===== config.mk =====
export PLATFORM = sky130hd
export DESIGN_NAME = mem_wb_reg
export DESIGN_NICKNAME = d
export VERILOG_FILES = /design/src/rtl/mem_wb_reg.sv
export SDC_FILE = /design/constraint.sdc
export NUM_CORES = 1
export LEC_CHECK = 0
export CAP_MARGIN = 20
export CORE_ASPECT_RATIO = 0.5
export CORE_UTILIZATION = 65
export DETAILED_ROUTE_END_ITERATION = 10
export DONT_BUFFER_PORTS = 1
export PLACE_DENSITY = 0.81
export SLEW_MARGIN = 25
export SYNTH_ARGS = -nofsm -noshare
export SYNTH_HDL_FRONTEND = slang
export SYNTH_SLANG_ARGS = --single-unit

===== constraint.sdc =====
create_clock -name clk -period 6.7 [get_ports clk]
set_clock_uncertainty 0.1 [all_clocks]
set_input_delay 1.34 -clock clk [delete_from_list [all_inputs] [get_ports clk]]
set_output_delay 1.34 -clock clk [all_outputs]
set_load 0.02 [all_outputs]

===== src/rtl/mem_wb_reg.sv =====
// mem_wb_reg: MEM/WB pipeline register; formats GRF write data with byte/halfword load extension.
module mem_wb_reg (
  input  logic        clk,
  input  logic        reset,
  input  logic        flush,
  input  logic [31:0] PC_M,
  input  logic [31:0] ALUout_M,
  input  logic [31:0] DMout_M,
  input  logic [4:0]  A3_M,
  input  logic        RegWrite_M,
  input  logic [1:0]  WDSel_M,
  input  logic [2:0]  LoadType_M,
  output logic [31:0] PC_W,
  output logic [4:0]  A3_W,
  output logic        RegWrite_W,
  output logic [31:0] WD_W,
  output logic [1:0]  Tnew_W
);
  logic [31:0] pc_q, alu_q, dm_q, pc_d, alu_d, dm_d;
  logic [4:0]  a3_q, a3_d;
  logic        rw_q, rw_d;
  logic [1:0]  ws_q, ws_d;
  logic [2:0]  lt_q, lt_d;
  logic [31:0] byte_sh, half_sh, mem_wd;
  logic [7:0]  by;
  logic [15:0] hw;
  // A flush captures an all-zero bubble; reset overrides it with the same bubble.
  always_comb begin
    pc_d  = flush ? '0 : PC_M;
    alu_d = flush ? '0 : ALUout_M;
    dm_d  = flush ? '0 : DMout_M;
    a3_d  = flush ? '0 : A3_M;
    rw_d  = flush ? 1'b0 : RegWrite_M;
    ws_d  = flush ? '0 : WDSel_M;
    lt_d  = flush ? '0 : LoadType_M;
  end
  always_ff @(posedge clk) begin
    if (reset) begin
      pc_q  <= '0;
      alu_q <= '0;
      dm_q  <= '0;
      a3_q  <= '0;
      rw_q  <= 1'b0;
      ws_q  <= '0;
      lt_q  <= '0;
    end else begin
      pc_q  <= pc_d;
      alu_q <= alu_d;
      dm_q  <= dm_d;
      a3_q  <= a3_d;
      rw_q  <= rw_d;
      ws_q  <= ws_d;
      lt_q  <= lt_d;
    end
  end
  // Halfword select ignores offset bit 0; misalignment is not trapped here.
  always_comb begin
    byte_sh = dm_q >> {alu_q[1:0], 3'b000};
    half_sh = dm_q >> {alu_q[1], 4'b0000};
    by      = byte_sh[7:0];
    hw      = half_sh[15:0];
    mem_wd  = lt_q == 3'd1 ? {24'b0, by} :
              lt_q == 3'd2 ? {{24{by[7]}}, by} :
              lt_q == 3'd3 ? {16'b0, hw} :
              lt_q == 3'd4 ? {{16{hw[15]}}, hw} : dm_q;
    WD_W    = ws_q == 2'd0 ? alu_q :
              ws_q == 2'd1 ? mem_wd :
              ws_q == 2'd2 ? pc_q + 32'd8 : '0;
  end
  assign PC_W       = pc_q;
  assign A3_W       = a3_q;
  assign RegWrite_W = rw_q & (a3_q != 5'd0);
  assign Tnew_W     = 2'd0;
endmodule


---- Word-level counts from Yosys, hierarchy flattened ----
Cells that the tools add are included.
Widths: inputs -> output; s select.
storage, ports and cells
  register bits ........................... 107
  output and inout bits ................... 72
cells by class
  $add $sub $neg .......................... 1
  equality and inequality tests ........... 6
  shift-type cells ........................ 2
  multiplexer cells ....................... 7
  bitwise logic cells ..................... 1
  reductions and logical operators ........ 3
operator list
  cell                   number
  $mux 32                7
  $add 32x4->32 const B  1
  $shr 32x5->16          1
  $shr 32x5->8           1
  $eq 3x2->1 const B     2
  $reduce_bool 5->1      1
  $eq 3x1->1 const B     1
  $eq 3x3->1 const B     1
  $eq 2x1->1 const B     1
  $eq 2x2->1 const B     1
  $logic_not 2->1        1
  $reduce_or 2->1        1
  $and 1x1->1            1

---- Depth between registers and ports, before layout ----
Gate-level depths: netlist of run 1.
  depth after elaboration ................. 7
  gate-level depth with buffers ........... 7

---- Worst setup path after synthesis of run 1 ----
No wires, ideal clock.
  path type ............................... flip-flop to output port
  start ................................... register pc_q[3], in the netlist PC_W[3]
  end ..................................... output port WD_W[17]
  arrival ................................. 2.008 ns
  path slack .............................. 3.252 ns
  stages on the path, launching flop included .. 7
  path buffers ............................ 0
  cell sequence ........................... dfxtp_1 > ha_1 > nand2_1 > nor4_4 > and3_1 > nor3b_1 > o41ai_2
on the way
  word-level cells in the longest chain between the ends .. 4
ends and longest elaborated chain
  element                   line  source
  start: declaration        19    logic [31:0] pc_q, alu_q, dm_q, pc_d, alu_d, dm_d;
  start signal: assignment  47    pc_q <= pc_d;
  $add 32x4->32             68    ws_q == 2'd2 ? pc_q + 32'd8 : '0;
  $mux 32                   68
  $mux 32                   67    ws_q == 2'd1 ? mem_wd :
  $mux 32                   66    WD_W = ws_q == 2'd0 ? alu_q :
  end: declaration          16    output logic [31:0] WD_W,
Every way passes these cells.

---- Worst setup path in the final report of run 1 ----
  start ................................... register ws_q[0]
  end ..................................... output port WD_W[11]
on the way
  word-level cells in the longest chain between the ends .. 4
  elaborated cells between the ends (all ways) .. 6
ends and longest elaborated chain
  element                   line  source
  start: declaration        22    logic [1:0] ws_q, ws_d;
  start signal: assignment  52    ws_q <= ws_d;
  $eq 2x2->1                68
  $mux 32                   68
  $mux 32                   67
  $mux 32 (*)               66
Every way passes the cells marked *; elsewhere a longest branch is shown, timed or not.

==> results.toml, run 1 <==
[clock_network]
cts.path.max_buffers = 2
cts_tree = "yes"
path_clk_slew_ns = 0.07
cts_root_buf = "clkbuf_16"
cts_resized = 0
cts_hold_buffers = 0
cts_made_buffers = 9
clock-sinks = 107
htreeDepth = 3
postCtsSetupBuffers = 0

[floorplanning]
core_sq_um = 7380
dieArea_sq_um = 8030
num_io_pins = 182
std_cell_rows = 22
die_h_microns = 63.9
die_x_microns = 126
start_util_pct = 67.5

[route]
ant_nets = 0
first_pass_iters = 5
drt-wirelength-per-cell_microns = 20.3
viasPerCell = 6.29
drc = 0
drtIter0Drc = 471
routed_wl_microns = 12800
via_count = 3963

[critical_path]
required_ns = 5.26
crit_fanout = 22
crit_type = "reg2out"
crit_family = "simple AND/OR/NAND/NOR gates"
crit_chain = "nor2b_1 -> o21ai_1 -> or2_1 -> o21ai_0"
end_kind = "output port"
crit_arrival_ns = 3.29
path_buf_inv = 0
startpoint_type = "flop"
cpPeakStageDelay_ns = 0.77
cp_slowest_cell = "nor2b_1"

[timing]
rsz0062_at_grt = "no"
worst_slack_ns = 1.97
post-route-min-period_ns = 4.73
post-route-period-util_pct = 70.6
fin_setup_tns_ns = 0
worst_pin_slew_ns = 0.866
final_max_slew_viol_count = 0
setup_viol = 0
fmax_ghz = 0.211
max_slew_margin_pct = 42.2
hold_viol_final = 0

[yosys]
yosysSeqAreaShare_pct = 43.0
netlist_top_cells_count = "and2_1 (108), dfxtp_1 (107), nand2_1 (53)"
synth.most_common_cell = "and2_1"
synth.area.top_cells = "dfxtp_1 (43%), and2_1 (14%), o21ai_0 (4.0%), nand2_1 (4.0%), xor2_1 (3.0%)"
ys.flop_type = "dfxtp_1"
synth_top_area_share_pct = 43.0
async_flop_share_pct = 0
yosysUniqueCellTypes = 59
synthCells = 552
synth_edf_count = 0
avgSynthCellArea_sq_um = 9.02
yosysTopAreaCell = "dfxtp_1"
yosysWarnings = 0
ys_ff_latch = 107
syn_area_sq_um = 4980

[power]
p_leak_nw = 1.95
p_int_mw = 0.972
power_density_nw_per_um2 = 253
switchingPower_mw = 0.353
swShare_pct = 26.6
fin_total_pwr_mw = 1.32
vdd_drop_max_v = 0.000187
seqPwrFrac_pct = 53.2
power.share.clock_pct = 37.9
p_comb_share_pct = 8.8

[outcome]
status = "complete, no violations"

[place]
io_buffers = 0
pre_cts_slack_ns = 2.44
dp_hpwl_microns = 9620
gp_congestion = 0.954

[finish]
antenna_cells = 0
syn2layout_area_growth_pct = 5.25
drive_above_1_share_pct = 7.30
nets = 640
nFillCells = 565

[global_routing]
grt_util_all_layers_pct = 33.0
grt_pass1_vias = 3603
antenna_found_initial = 0
grt_pass1_wl_microns = 19800
grt_max_degree = 55
overflow = 0

[worst_hold_path]
min_path_cells = 1
min_to = "PC_W[4]"
hp-class = "in2reg"
hp-start = "PC_M[4]"

[run]
cap_violations = 0
through the flow:
step	hold WS [ns]	cells	instance area, sq um	utilization, %
floorplan	1.36	553	4980	-
detailed placement	1.36	614	4950	67.1
global route	0.997	630	5240	71.0
finish	1.01	630	5240	71.0
global placement	1.36	614	4950	67.1
CTS	1.01	630	5240	71.0
routing by layer:
metal | vias up | part of all wire [%] | GRT usage (%) | wire [microns]
li1 | 1861 | - | - | -
met1 | 1804 | 44 | 47.2 | 5600
met2 | 273 | 41 | 46.7 | 5270
met3 | 25 | 13 | 11.6 | 1640
met4 | 0 | 1.9 | 9.19 | 244
met5 | - | 0 | 0 | 0
cell families (layout without fill, tap and decap cells):
group / count (synthesis) / after routing / synth area share (%)
buf+inv: 43 / 24 / 3.90
flops: 107 / 107 / 43.0
fa+ha+maj: 1 / 1 / 0.251
other cells: 1 / 2 / 0.0753
compound gates: 118 / 118 / 15.6
mux: 16 / 16 / 5.45
simple gates: 241 / 241 / 27.3
xor+xnor: 25 / 25 / 4.40
worst max-delay path by stage:
stage,start,end,depth (start not counted)
detailed placement,ws_q[0],WD_W[11],4
global route,ws_q[0],WD_W[12],4
finish,ws_q[0],WD_W[11],4
CTS,ws_q[0],WD_W[11],4
floorplan,PC_W[3],WD_W[17],6
global placement,ws_q[0],WD_W[10],4
sequential cells by signal (all words and copies together), names as in the netlist:
register,count
PC_W,32
lt_q,3
alu_q,32
ws_q,2
A3_W,5
rw_q,1
dm_q,32
power by group through the flow:
stage               Combinational [mW]  Sequential, mW  Clock (mW)
floorplan                        0.105           0.702           0
global placement                 0.115           0.717           0
detailed placement               0.116           0.718           0
CTS                              0.117           0.704       0.507
global route                     0.128           0.707       0.543
finish                           0.117           0.705       0.502
cells in the final DEF, fill, tap and decap left out, drive strengths merged, types with 8 or more instances in the layout:
cell type,synthesis,layout
and2,108,108
dfxtp,107,107
nand2,53,53
o21ai,42,42
a21oi,24,24
nor2,21,21
xor2,17,17
nand3,16,16
and3,12,12
clkbuf,24,10
xnor2,8,8
a221o,8,8
a31oi,8,8
inv,6,8
mux4,8,8
final cells by class:
type,count,area [sq um],share of cell area (%)
Inverter,6,22.5,0.430
Tap cell,96,120,2.29
Sequential cell,107,2140,40.9
Timing Repair Buffer,2,15.0,0.287
Clock inverter,6,47.5,0.908
Clock buffer,10,239,4.56
Multi-Input combinational cell,403,2650,50.6
Power figures use the tool's default switching activity.
==> inputs of run 2 (changes only) <==
- CORE_UTILIZATION: 65 -> 57
- PLACE_DENSITY: 0.81 -> 0.75
- clock period: 6.7 -> 4.2 ns (I/O delays scaled with it)
==> run 2 against run 1 <==
  * Clock power up 71%
  * Final area up 2.6%
  * Largest power group unchanged
  * Die area up 14%
  * Combinational power up 76%
  * Routed wire length up 2.7%
  * Critical endpoint is now WD_W[17]
  * Power up 65%
  * Via count down 0.78%
  * Global-route usage down 4.0 points
  * Highest routed layer unchanged
  * Final cell count up 4.4%
  * Utilization down 5.7 points
==> results.toml, run 2 (synthesized netlist as in run 1, its figures left out) <==
[floorplanning]
start_util_pct = 60.5
std_cell_rows = 23
core_sq_um = 8230
die_h_microns = 68.1
num_io_pins = 182
die_x_microns = 134
dieArea_sq_um = 9130

[place]
io_buffers = 0
gp_congestion = 0.975
post-place-cells = 642
dp_hpwl_microns = 9910

[finish]
layout_common_cells = "and2_1 (108), dfxtp_1 (107), nand2_1 (53), o21ai_0 (40), a21oi_1 (24)"
antenna_cells = 0
stdcell_count = 658
final_common_cell = "and2_1"
syn2layout_area_growth_pct = 7.94
drive_above_1_share_pct = 9.34
nFillCells = 707
nets = 652

[timing]
post-route-period-util_pct = 86.6
fin_setup_tns_ns = 0
post-route-min-period_ns = 3.64
setup_viol = 0
worst_pin_slew_ns = 0.719
hold_viol_final = 0
fmax_ghz = 0.275
rsz0062_at_grt = "no"
max_slew_margin_pct = 52.0
final_max_slew_viol_count = 0

[outcome]
status = "complete, no violations"

[critical_path]
crit_arrival_ns = 2.70
end_kind = "output port"
crit_family = "simple AND/OR/NAND/NOR gates"
crit_chain = "ha_1 -> nand2_1 -> nor4_4 -> and3_1 -> nor3b_1 -> o41ai_2"
startpoint = "PC_W[3]"
required_ns = 3.26
path_buf_inv = 0
cp_slowest_cell = "o41ai_2"
crit_type = "reg2out"
critPathCapture = "WD_W[17]"
cpPeakStageDelay_ns = 0.63
crit_fanout = 7
path_depth = 6
startpoint_type = "flop"

[clock_network]
cts_resized = 0
clock-sinks = 107
htreeDepth = 3
cts.path.max_buffers = 2
cts_tree = "yes"
path_clk_slew_ns = 0.07
cts_root_buf = "clkbuf_16"
postCtsSetupBuffers = 0
cts_made_buffers = 9
cts_hold_buffers = 0

[global_routing]
grt_util_all_layers_pct = 29.0
overflow = 0
grt_pass1_wl_microns = 19400
grt_max_degree = 62
grt_pass1_vias = 3470
antenna_found_initial = 0

[route]
drt-wirelength-per-cell_microns = 19.9
drtIter0Drc = 426
viasPerCell = 5.98
routed_wl_microns = 13100
ant_nets = 0
drc = 0
via_count = 3932
first_pass_iters = 6

[worst_hold_path]
hp-class = "in2reg"

[power]
vdd_drop_max_v = 0.000247
fin_total_pwr_mw = 2.18
p_leak_nw = 2.03
power_density_nw_per_um2 = 406

[run]
cap_violations = 0
[run 2: changes by cell type in the layout (fill, tap and decap cells not counted), sizes merged]
| cell | change |
|---|---|
| clkinv | +1 |
| clkinvlp | -1 |
| clkbuf | -1 |
| bufinv | +1 |
| buf | +12 |
[run 2: how the worst min path moves through the flow]
stage                startpoint  endpoint  slack, ns  depth (start not counted)
CTS                 DMout_M[18]  dm_q[18]       0.51                          1
global route        DMout_M[18]  dm_q[18]       0.50                          1
floorplan               A3_M[0]   A3_W[0]       0.86                          1
global placement        A3_M[3]   A3_W[3]       0.86                          1
finish               DMout_M[1]   dm_q[1]       0.51                          1
detailed placement      A3_M[0]   A3_W[0]       0.86                          1
[run 2: through the flow]
stage | worst slack (ns) | instance area [sq um] | util, % | hold WS [ns]
finish | 0.562 | 5370 | 65.3 | 0.514
global route | 0.441 | 5370 | 65.3 | 0.500
CTS | 0.576 | 5370 | 65.3 | 0.505
detailed placement | 0.953 | 5060 | 61.5 | 0.865
global placement | 0.992 | 5060 | 61.5 | 0.862
floorplan | 1.25 | 4980 | - | 0.862
[run 2: power by group]
group	switching (mW)	internal (mW)
logic	0.126	0.0796
clock network	0.385	0.473
registers	0.0599	1.06
[run 2: final cells by class]
cell class	instances	area [sq um]	area share, %
sequential	107	2140	39.9
tap	112	140	2.61
multi-input combinational	403	2650	49.4
clock buffer	9	225	4.19
inverter	6	22.5	0.419
clock inverter	7	85.1	1.58
timing repair buffer	14	105	1.96
[run 2: routing by layer]
metal / up-vias / global-route usage [%] / wire length, microns
met5: - / 0 / 0
met4: 0 / 6.88 / 117
met3: 11 / 10.4 / 1680
met2: 213 / 42.9 / 5440
met1: 1821 / 40.1 / 5860
li1: 1887 / - / -
